$ cat config.mk
export PLATFORM = sky130hd
export DESIGN_NAME = video_tint_out
export DESIGN_NICKNAME = d
export VERILOG_FILES = /design/src/rtl/video_tint_pkg.sv /design/src/rtl/video_tint_sync_edge.sv /design/src/rtl/video_tint_out.sv
export SDC_FILE = /design/constraint.sdc
export NUM_CORES = 1
export LEC_CHECK = 0
export CORE_ASPECT_RATIO = 0.6
export CORE_UTILIZATION = 30
export DETAILED_ROUTE_END_ITERATION = 10
export PLACE_DENSITY = 0.62
export SKIP_CTS_REPAIR_TIMING = 1
export SYNTH_ARGS = -nofsm -noshare
export SYNTH_HDL_FRONTEND = slang
export SYNTH_SLANG_ARGS = --single-unit
$ cat constraint.sdc
create_clock -name clk -period 2.4 [get_ports clk]
set_input_delay 0.48 -clock clk [delete_from_list [all_inputs] [get_ports clk]]
set_output_delay 0.48 -clock clk [all_outputs]
set_load 0.02 [all_outputs]
$ cat src/rtl/video_tint_pkg.sv
// Shared types for the monochrome-to-RGB tint stage: gain codes, palette
// entries, the default palette and the width-generic sample expander.
package video_tint_pkg;

  localparam int MAXW     = 32;
  localparam int PAL_SIZE = 8;

  typedef enum logic [1:0] {
    GAIN_OFF      = 2'b00,
    GAIN_HALF     = 2'b01,
    GAIN_FULL     = 2'b10,
    GAIN_FULL_ALT = 2'b11
  } gain_t;

  typedef struct packed {
    gain_t r;
    gain_t g;
    gain_t b;
  } pal_entry_t;

  localparam pal_entry_t DEFAULT_PAL [PAL_SIZE] = '{
    '{GAIN_FULL, GAIN_FULL, GAIN_FULL},
    '{GAIN_FULL, GAIN_OFF,  GAIN_OFF },
    '{GAIN_OFF,  GAIN_FULL, GAIN_OFF },
    '{GAIN_OFF,  GAIN_OFF,  GAIN_FULL},
    '{GAIN_FULL, GAIN_HALF, GAIN_OFF },
    '{GAIN_OFF,  GAIN_FULL, GAIN_FULL},
    '{GAIN_FULL, GAIN_OFF,  GAIN_FULL},
    '{GAIN_HALF, GAIN_HALF, GAIN_HALF}
  };

  // Output bit (ow-1-i) takes input bit (dw-1-(i mod dw)): MSB-first
  // replication when widening, plain top-bit truncation when narrowing.
  function automatic logic [MAXW-1:0] expand_sample(input logic [MAXW-1:0] v,
                                                    input int dw, input int ow);
    logic [MAXW-1:0] o;
    logic [4:0]      oi;
    logic [4:0]      di;
    o = '0;
    for (int i = 0; i < MAXW; i++) begin
      if (i < ow) begin
        oi    = 5'(ow - 1 - i);
        di    = 5'(dw - 1 - (i % dw));
        o[oi] = v[di];
      end
    end
    return o;
  endfunction

  function automatic pal_entry_t pal_lookup(input int idx);
    if (idx >= 0 && idx < PAL_SIZE) return DEFAULT_PAL[3'(idx)];
    return DEFAULT_PAL[0];
  endfunction

endpackage

$ cat src/rtl/video_tint_sync_edge.sv
// Rising-edge detector for a sync line, qualified by the pixel enable.
// The first ce_pix sample after reset only primes the history.
module video_tint_sync_edge
  import video_tint_pkg::*;
(
  input  logic clk,
  input  logic reset,
  input  logic ce_pix,
  input  logic sig,
  output logic rise
);

  logic prev;
  logic armed;

  always_ff @(posedge clk) begin
    if (reset) begin
      prev  <= 1'b0;
      armed <= 1'b0;
    end else if (ce_pix) begin
      prev  <= sig;
      armed <= 1'b1;
    end
  end

  assign rise = ce_pix & armed & sig & ~prev;

endmodule

$ cat src/rtl/video_tint_out.sv
// Monochrome-to-RGB output stage: palette tint, frame-aligned mode latch,
// line counter and two-stage pipeline. Define VIDEO_TINT_SCANLINE_EN for odd-line dimming.
module video_tint_out
  import video_tint_pkg::*;
#(
  parameter int DW     = 8,
  parameter int OW     = 8,
  parameter int NMODES = 8,
  parameter int MW     = 3,
  parameter int LW     = 10
) (
  input  logic          clk,
  input  logic          reset,
  input  logic          ce_pix,
  input  logic [DW-1:0] video_in,
  input  logic          hblank_in,
  input  logic          vblank_in,
  input  logic          hsync_in,
  input  logic          vsync_in,
  input  logic [MW-1:0] mode_req,
  input  logic          scan_en,
  output logic [OW-1:0] r_out,
  output logic [OW-1:0] g_out,
  output logic [OW-1:0] b_out,
  output logic          hs_out,
  output logic          vs_out,
  output logic          de_out,
  output logic [MW-1:0] mode_active,
  output logic [LW-1:0] line_cnt
);

  localparam logic [LW-1:0] LINE_MAX = '1;

  logic          vs_rise;
  logic          hs_rise;
  logic [MW-1:0] mode_nxt;
  logic [LW-1:0] line_nxt;

  logic [OW-1:0] pix_p0;
  pal_entry_t    pal_p0;
  logic          vld_p0;
  logic          hs_p0;
  logic          vs_p0;
  logic          dim_p0;

  function automatic logic [MW-1:0] clamp_mode(input logic [MW-1:0] m);
    if ({1'b0, m} >= (MW+1)'(NMODES)) return '0;
    return m;
  endfunction

  function automatic logic [OW-1:0] apply_gain(input gain_t g, input logic [OW-1:0] v,
                                               input logic dim);
    logic [OW-1:0] t;
    case (g)
      GAIN_OFF:  t = '0;
      GAIN_HALF: t = v >> 1;
      default:   t = v;
    endcase
    return dim ? (t >> 1) : t;
  endfunction

  video_tint_sync_edge u_vs_edge (
    .clk    (clk),
    .reset  (reset),
    .ce_pix (ce_pix),
    .sig    (vsync_in),
    .rise   (vs_rise)
  );

  video_tint_sync_edge u_hs_edge (
    .clk    (clk),
    .reset  (reset),
    .ce_pix (ce_pix),
    .sig    (hsync_in),
    .rise   (hs_rise)
  );

  // Next-state values also feed stage 1, so an edge-cycle pixel already sees them.
  always_comb begin
    mode_nxt = mode_active;
    line_nxt = line_cnt;
    if (vs_rise) begin
      mode_nxt = clamp_mode(mode_req);
      line_nxt = '0;
    end else if (hs_rise && line_cnt != LINE_MAX) begin
      line_nxt = line_cnt + 1'b1;
    end
  end

  always_ff @(posedge clk) begin
    if (reset) begin
      mode_active <= '0;
      line_cnt    <= '0;
    end else if (ce_pix) begin
      mode_active <= mode_nxt;
      line_cnt    <= line_nxt;
    end
  end

  // Stage 1: width expansion, palette fetch, timing capture
  always_ff @(posedge clk) begin
    if (reset) begin
      pix_p0 <= '0;
      pal_p0 <= DEFAULT_PAL[0];
      vld_p0 <= 1'b0;
      hs_p0  <= 1'b0;
      vs_p0  <= 1'b0;
    end else if (ce_pix) begin
      pix_p0 <= OW'(expand_sample(MAXW'(video_in), DW, OW));
      pal_p0 <= pal_lookup(int'(mode_nxt));
      vld_p0 <= ~(hblank_in | vblank_in);
      hs_p0  <= hsync_in;
      vs_p0  <= vsync_in;
    end
  end

`ifdef VIDEO_TINT_SCANLINE_EN
  always_ff @(posedge clk) begin
    if (reset)       dim_p0 <= 1'b0;
    else if (ce_pix) dim_p0 <= scan_en & line_nxt[0];
  end
`else
  logic unused_scan_en;
  assign unused_scan_en = scan_en;
  assign dim_p0         = 1'b0;
`endif

  // Stage 2: gain, optional dimming, blanking
  always_ff @(posedge clk) begin
    if (reset) begin
      r_out  <= '0;
      g_out  <= '0;
      b_out  <= '0;
      hs_out <= 1'b0;
      vs_out <= 1'b0;
      de_out <= 1'b0;
    end else if (ce_pix) begin
      r_out  <= vld_p0 ? apply_gain(pal_p0.r, pix_p0, dim_p0) : '0;
      g_out  <= vld_p0 ? apply_gain(pal_p0.g, pix_p0, dim_p0) : '0;
      b_out  <= vld_p0 ? apply_gain(pal_p0.b, pix_p0, dim_p0) : '0;
      hs_out <= hs_p0;
      vs_out <= vs_p0;
      de_out <= vld_p0;
    end
  end

endmodule
==> Word level (Yosys, flattened, before mapping) <==
Memories as Yosys holds them, arrays and structs flattened. A register that Yosys moved wholly into a read port is not among the register bits.
Index checks and enable logic that the tools add are counted.
{ "op_classes": {"muxes": 9, "bitwise_logic": 10, "n_div": 0, "n_lt_le_gt_ge": 0, "addsub": 1, "multipliers": 0, "n_eq_ne": 4, "n_reduce_logical": 6, "shifts": 0} }
{ "ops": {"columns": ["operator", "count"], "rows": [
  ["$pmux 8 s2", 3],
  ["$mux 8", 3],
  ["$mux 10", 2],
  ["$add 10x1->10 const B", 1],
  ["$ne 10x10->1 const B", 1],
  ["$eq 2x1->1 const B", 3],
  ["$logic_not 2->1", 3],
  ["$and 1x1->1", 5],
  ["$mux 3", 1],
  ["$not 1->1", 3],
  ["$not 3->3", 1],
  ["$reduce_and 2->1", 1],
  ["$reduce_bool 2->1", 1],
  ["$logic_and 1x1->1", 1],
  ["$or 1x1->1", 1]
]} }
{ "totals": {"romBits": 48, "in_bits": 19, "out_inout_bits": 40, "mem_count": 1, "latch_bits": 0, "word_cells": 44, "register_bits": 52, "mem_bits_rw": 0} }
{ "memory_table": {"columns": ["name", "words", "word_bits", "rd", "rd_ports_with_merged_regs", "wr", "line_no", "rtl"], "rows": [
  ["(name not given)", 8, 6, 1, 1, 0, "video_tint_pkg.sv:51", "if (idx >= 0 && idx < PAL_SIZE) return DEFAULT_PAL[3'(idx)];"]
]} }

==> Logic depth before layout (Yosys ltp) <==
Gate-level depths: netlist of run 1.
{ "logic_depth": {"depth_word": 6, "depth_mapped": 7, "ltp_nobuf": 6} }

==> By module <==
From an unflattened synthesis of run 1, not the netlist that was laid out.
{ "hier_totals": {"cells_unflattened": 317, "area_unflattened_um2": 2662.6} }
{ "by_module_without_submodules": {"columns": ["mod", "area_per_inst_um2", "instances", "cells_each", "seq_area_each_um2"], "rows": [
  ["video_tint_out", 2517.4, 1, 303, 1121.1],
  ["video_tint_sync_edge", 72.6, 2, 7, 40.0]
]} }

==> Worst setup path before layout of run 1 <==
No wires, ideal clock.
{ "synth_timing": {"path_kind": "in2reg", "startpoint": "input ce_pix", "endpoint": "register, netlist name pal_p0[2]", "arrival_ps": 1800, "path_stages": 6, "required_ps": 2329, "setup_time_ps": 71, "path_slack_ps": 529, "n_path_buf": 1, "path_cell_list": "buf_4 -> nand4b_1 -> mux2_2 -> ha_1 -> nand3b_1 -> a21oi_1"} }
{ "synth_via": {"elab_chain_len": 5} }
{ "synth_lines": {"columns": ["item", "line_no", "rtl"], "rows": [
  ["start, declared", "video_tint_out.sv:14", "input logic ce_pix,"],
  ["$and 1x1->1", null, null],
  ["$and 1x1->1 (2 in a row)", "video_tint_sync_edge.sv:26", "assign rise = ce_pix & armed & sig & ~prev;"],
  ["$mux 3", "video_tint_out.sv:82", "if (vs_rise) begin"],
  ["named net mode_nxt[0]", "video_tint_out.sv:36", "logic [MW-1:0] mode_nxt;"],
  ["$not 3->3 (implied by the code)", "video_tint_pkg.sv:51", null]
]} }
The timed path passes the listed nets, and every way through them passes these cells.
A chain may end at the register's enable or synchronous reset.

==> Worst setup path after layout of run 1 <==
{ "layout_timing": {"startpoint": "input ce_pix", "endpoint": "register, netlist name pal_p0[2]"} }
{ "layout_via": {"elab_chain_len": 5} }
{ "layout_lines": {"columns": ["item", "line_no"], "rows": [
  ["$and 1x1->1", null],
  ["$and 1x1->1 (2 in a row)", "video_tint_sync_edge.sv:26"],
  ["$mux 3", "video_tint_out.sv:82"],
  ["named net mode_nxt[0]", "video_tint_out.sv:36"],
  ["$not 3->3 (implied by the code)", "video_tint_pkg.sv:51"]
]} }
The timed path passes the listed nets, and every way through them passes these cells.

==> results.sh, run 1 <==
export IMPL_status="completed"
export IMPL_syn_avg_cell_area_um2=8.377
export IMPL_drt_first_pass_iters=7
export IMPL_cap_violations=0
export IMPL_place_ws_ps=11.10
export IMPL_synth_seq_cells=57
export IMPL_ys_flop_type="dfxtp_1"
export IMPL_ant_nets=0
export IMPL_fp_dieH_um=71.95
export IMPL_async_flop_share_pct=0
export IMPL_drive_gt1_share_pct=7.910
export IMPL_required_ps=2650
export IMPL_grt_pass1_wl_um=9963
export IMPL_hold_class="reg -> reg"
export IMPL_crit_type="in -> reg"
export IMPL_design_area_um2=3461
export IMPL_rsz0062_at_grt="false"
export IMPL_h_tree_depth=3
export IMPL_netlist_area_um2=2446
export IMPL_grt_util_all_layers_pct=15.22
export IMPL_dieArea_um2=8531
export IMPL_insertion_delay_ps=320
export IMPL_wl_per_cell_um=13.79
export IMPL_fillers=792
export IMPL_grt_max_degree=44
export IMPL_endpoint_kind="flip-flop"
export IMPL_clock_root_buffer="clkbuf_16"
export IMPL_worst_slew_pin_slew_ps=524.7
export IMPL_p_per_area_nw_per_um2=734.1
export IMPL_cts_sinks=57
export IMPL_synth_edf_count=0
export IMPL_drc=0
export IMPL_antenna_cells=0
export IMPL_path_clk_slew_ps=50
export IMPL_ios=59
export IMPL_finalHoldViolations=0
export IMPL_worstPathMaxFanout=4
export IMPL_synth_cells=292
export IMPL_maxSlewViolCount=0
export IMPL_first_global_vias=1925
export IMPL_syn_to_final_growth_pct=41.48
export IMPL_cts_buffers=9
export IMPL_syn_nets=314
export IMPL_timing_slew_headroom_pct=64.97
export IMPL_gp_congestion=0.8060
export IMPL_max_freq_mhz=492.0
export IMPL_portBuffers=57
export IMPL_finish_net_count=371
export IMPL_ir_drop_uv=339.8
export IMPL_synth_cell_type_count=35
export IMPL_setup_violations_final=0
export IMPL_dp_hpwl_um=4463
export IMPL_finalCritPeriodShare_pct=84.68
export IMPL_setup_ws_ps=367.6
export IMPL_dpl_cell_area_um2=3131
export IMPL_drt_total_wl_um=6373
export IMPL_rows=25
export IMPL_cts_buffer_depth=2
export IMPL_fp_dieW_um=118.6
export IMPL_vias_per_cell=4.853
export IMPL_synth_seq_area_share_pct=46.65
export IMPL_p_leak_nw=1.243
export IMPL_cts_tree="yes"
export IMPL_grt_overflow=0
export IMPL_p_total_w=0.002541
export IMPL_cp_data_arrival_time_ps=2290
export IMPL_start_kind="input pin"
export IMPL_ys_warnings_count=0
export IMPL_finalCriticalPeriod_ps=2032
export IMPL_initial_core_util_pct=31.03
export IMPL_drt_iter0_markers=235
export IMPL_routed_via_count=2242
export IMPL_final_setup_skew_ps=9.010
export IMPL_setup_tns_ps=0
export IMPL_antenna_found_initial=0
export IMPL_core_um2=7883
## logic make-up after synthesis
group                      Yosys count  share of synthesized area [%]
and+or+nand+nor                    120                          21.99
xor gates and xnor gates             3                          1.074
adders and majority gates            3                          1.535
buffers and inverters               22                          3.632
muxes                               17                          7.059
AOI/OAI and AO/OA                   70                          18.06
DFF                                 57                          46.65
## layout make-up
type | instances | area (um2) | area share, %
inverter | 4 | 15.01 | 0.4338
timing repair buffer | 64 | 623.1 | 18.00
multi-input combinational | 213 | 1216 | 35.14
clock inverter | 6 | 91.34 | 2.639
tap | 108 | 135.1 | 3.905
clock buffer | 10 | 239.0 | 6.905
sequential | 57 | 1141 | 32.97
## report_power, final
part	internal (W)	switching (W)	total, W	leakage (nW)
combinational	0.0000744	0.0000857	0.000160	0.629
clock	0.000937	0.000442	0.00138	0.151
sequential	0.000968	0.0000337	0.00100	0.463
total	0.00198	0.000561	0.00254	1.24
## registers in the layout (all words and copies together), names as in the netlist
name	count
b_out	8
hs_out	1
vs_p0	1
pix_p0	8
g_out	8
u_vs_edge.armed	1
pal_p0	5
vs_out	1
r_out	8
mode_active	3
de_out	1
vld_p0	1
line_cnt	10
hs_p0	1
## critical path, stage by stage
cell,delay [ps]
clkdlybuf4s50_1,520
nand4b_1,290
mux2_2,400
ha_1,300
nand3b_1,160
a21oi_1,130
## final timing paths
path	start	endpoint	slack (ps)	cells past startpoint
hold reg to reg	r_out[7]	r_out[7]	460	2
setup / recovery	ce_pix	pal_p0[2]	370	6
hold / removal	r_out[7]	r_out[7]	460	2
setup reg to reg	line_cnt[0]	line_cnt[1]	550	5
## metrics by stage
| stage | util (%) | instances | hold slack [ps] |
|---|---|---|---|
| after floorplan | - | 292 | 468.2 |
| after global placement | 39.71 | 446 | 453.8 |
| after detailed placement | 39.71 | 446 | 455.7 |
| after CTS | 43.90 | 462 | 463.2 |
| after global routing | 43.90 | 462 | 479.3 |
| final | 43.90 | 462 | 458.8 |
## layer usage
layer	track usage (%)	up-vias	part of all wire, %
met3	5.582	9	7.3
li1	-	1143	-
met1	23.15	1022	53
met5	0	-	0
met4	7.173	0	1.2
met2	18.06	68	39
## cell usage after synthesis (7+ instances only)
library cell	count	area [um2]
clkbuf_1	15	56.30
nand2_1	45	168.9
o21ai_1	14	70.07
dfxtp_1	57	1141
nor2_1	44	165.2
a22oi_1	21	157.7
a21oi_1	15	75.07
nand3_1	7	35.03
o21ai_0	11	55.05
mux2i_1	15	150.1
## layout by cell type (no fill, tap or decap), drive strengths merged, types with 2 or more instances in the layout
master,count
ha,3
a22oi,21
nor4,2
bufinv,2
and2,3
o21ai,25
inv,4
xor2,3
nand3,7
nand4,4
mux2i,15
nor2,44
a211oi,3
nand4b,2
clkinvlp,3
mux2,2
dfxtp,57
nor2b,3
buf,7
nor3,3
o31ai,3
clkbuf,10
a21oi,15
nand2,45
clkdlybuf4s50,57
or4,2
or3,2
(Power assumes the default switching activity.)
==> run 2: changes to the inputs <==
==> constraint.sdc (replaced) <==
create_clock -name clk -period 2 [get_ports clk]
set_input_delay 0.4 -clock clk [delete_from_list [all_inputs] [get_ports clk]]
set_output_delay 0.4 -clock clk [all_outputs]
set_load 0.02 [all_outputs]
==> results.sh, run 2 (synthesis results as in run 1) <==
export IMPL_fillers=793
export IMPL_antenna_found_initial=0
export IMPL_final_seq_area_um2=1141
export IMPL_clock_root_buffer="clkbuf_16"
export IMPL_timing_slew_headroom_pct=65.03
export IMPL_multi_input_area_um2=1216
export IMPL_cts_buffers=9
export IMPL_fp_dieW_um=118.6
export IMPL_start_kind="input pin"
export IMPL_status="completed"
export IMPL_setup_violations_final=0
export IMPL_drive_gt1_share_pct=10.93
export IMPL_endpoint_kind="flip-flop"
export IMPL_ir_drop_uv=378.2
export IMPL_worst_slew_pin_slew_ps=523.9
export IMPL_final_util_pct=45.21
export IMPL_p_per_area_nw_per_um2=865.4
export IMPL_syn_to_final_growth_pct=45.68
export IMPL_finish_net_count=383
export IMPL_hold_class="reg -> reg"
export IMPL_drt_first_pass_iters=7
export IMPL_finalHoldViolations=0
export IMPL_max_freq_mhz=547.0
export IMPL_rows=25
export IMPL_drt_total_wl_um=6695
export IMPL_required_ps=2250
export IMPL_cap_violations=0
export IMPL_grt_util_all_layers_pct=16.12
export IMPL_ios=59
export IMPL_grt_max_degree=28
export IMPL_path_clk_slew_ps=50
export IMPL_largest_reg_flops=10
export IMPL_antenna_cells=0
export IMPL_fp_dieH_um=71.95
export IMPL_rsz0062_at_grt="false"
export IMPL_grt_overflow=0
export IMPL_gp_congestion=0.8105
export IMPL_initial_core_util_pct=31.03
export IMPL_worstPathMaxFanout=4
export IMPL_dp_hpwl_um=4765
export IMPL_drc=0
export IMPL_cts_tree="yes"
export IMPL_portBuffers=57
export IMPL_cts_buffer_depth=2
export IMPL_h_tree_depth=3
export IMPL_vias_per_cell=4.835
export IMPL_final_setup_skew_ps=5.820
export IMPL_drt_iter0_markers=163
export IMPL_cp_data_arrival_time_ps=2080
export IMPL_p_leak_nw=1.314
export IMPL_maxSlewViolCount=0
export IMPL_final_cell_mix="57 x dfxtp_1, 57 x clkdlybuf4s50_1, 45 x nand2_1"
export IMPL_finalCritPeriodShare_pct=91.41
export IMPL_whs_ps=461.7
export IMPL_regMostFlops="line_cnt"
export IMPL_routed_via_count=2292
export IMPL_wl_per_cell_um=14.12
export IMPL_grt_pass1_wl_um=10640
export IMPL_dieArea_um2=8531
export IMPL_core_um2=7883
export IMPL_ant_nets=0
export IMPL_crit_type="in -> reg"
export IMPL_insertion_delay_ps=320
export IMPL_cts_sinks=57
export IMPL_finalCriticalPeriod_ps=1828
export IMPL_first_global_vias=2017
[run 2: cell count changes in the layout (fill, tap and decap cells not counted)]
cell        change
buf_4          +11
clkinv_2        +2
clkinvlp_4      -2
buf_12          +1
clkbuf_8        +1
clkinv_4        -1
[run 2: through the flow]
stage / power, W / setup TNS (ps) / worst slack (ps) / area, um2 / instances
after floorplan: 0.001327 / 0 / 209.0 / 2446 / 292
after global placement: 0.001425 / -798.4 / -191.1 / 3226 / 457
after global routing: 0.003183 / 0 / 57.59 / 3563 / 474
final: 0.003084 / 0 / 171.9 / 3563 / 474
after CTS: 0.003116 / 0 / 66.93 / 3556 / 473
after detailed placement: 0.001429 / -1340 / -276.2 / 3226 / 457
[run 2: final timing paths]
check / to / startpoint / cells past startpoint / slack [ps]
setup / recovery: pal_p0[2] / ce_pix / 7 / 170
hold / removal: b_out[7] / b_out[7] / 2 / 460
setup reg to reg: line_cnt[1] / line_cnt[4] / 5 / 280
hold reg to reg: b_out[7] / b_out[7] / 2 / 460
[run 2: report_power, final]
group          total [W]  switching (W)  internal, W
clock network    0.00167       0.000522      0.00115
logic           0.000206       0.000107    0.0000990
registers        0.00120      0.0000412      0.00116
total            0.00308       0.000671      0.00241
[run 2: layer usage]
| layer | GRT usage, % | vias to the layer above | wire [um] | part of all wire, % |
|---|---|---|---|---|
| li1 | - | 1165 | - | - |
| met1 | 23.97 | 1075 | 3591 | 54 |
| met2 | 21.77 | 47 | 2769 | 41 |
| met3 | 4.796 | 5 | 274 | 4.1 |
| met4 | 5.485 | 0 | 60 | 0.90 |
| met5 | 0 | - | 0 | 0 |
[run 2: layout make-up]
type	count	share of cell area, %
timing repair buffer	76	20.37
multi-input combinational	213	34.13
clock buffer	11	7.093
tap	108	3.792
clock inverter	5	2.177
sequential	57	32.02
inverter	4	0.4213
[run 2: critical path, cell delays in order]
cell and delay [ps]:
clkdlybuf4s50_1 510, nand4b_1 90, buf_4 170, mux2_2 300, ha_1 300, nand3b_1 160
a21oi_1 150
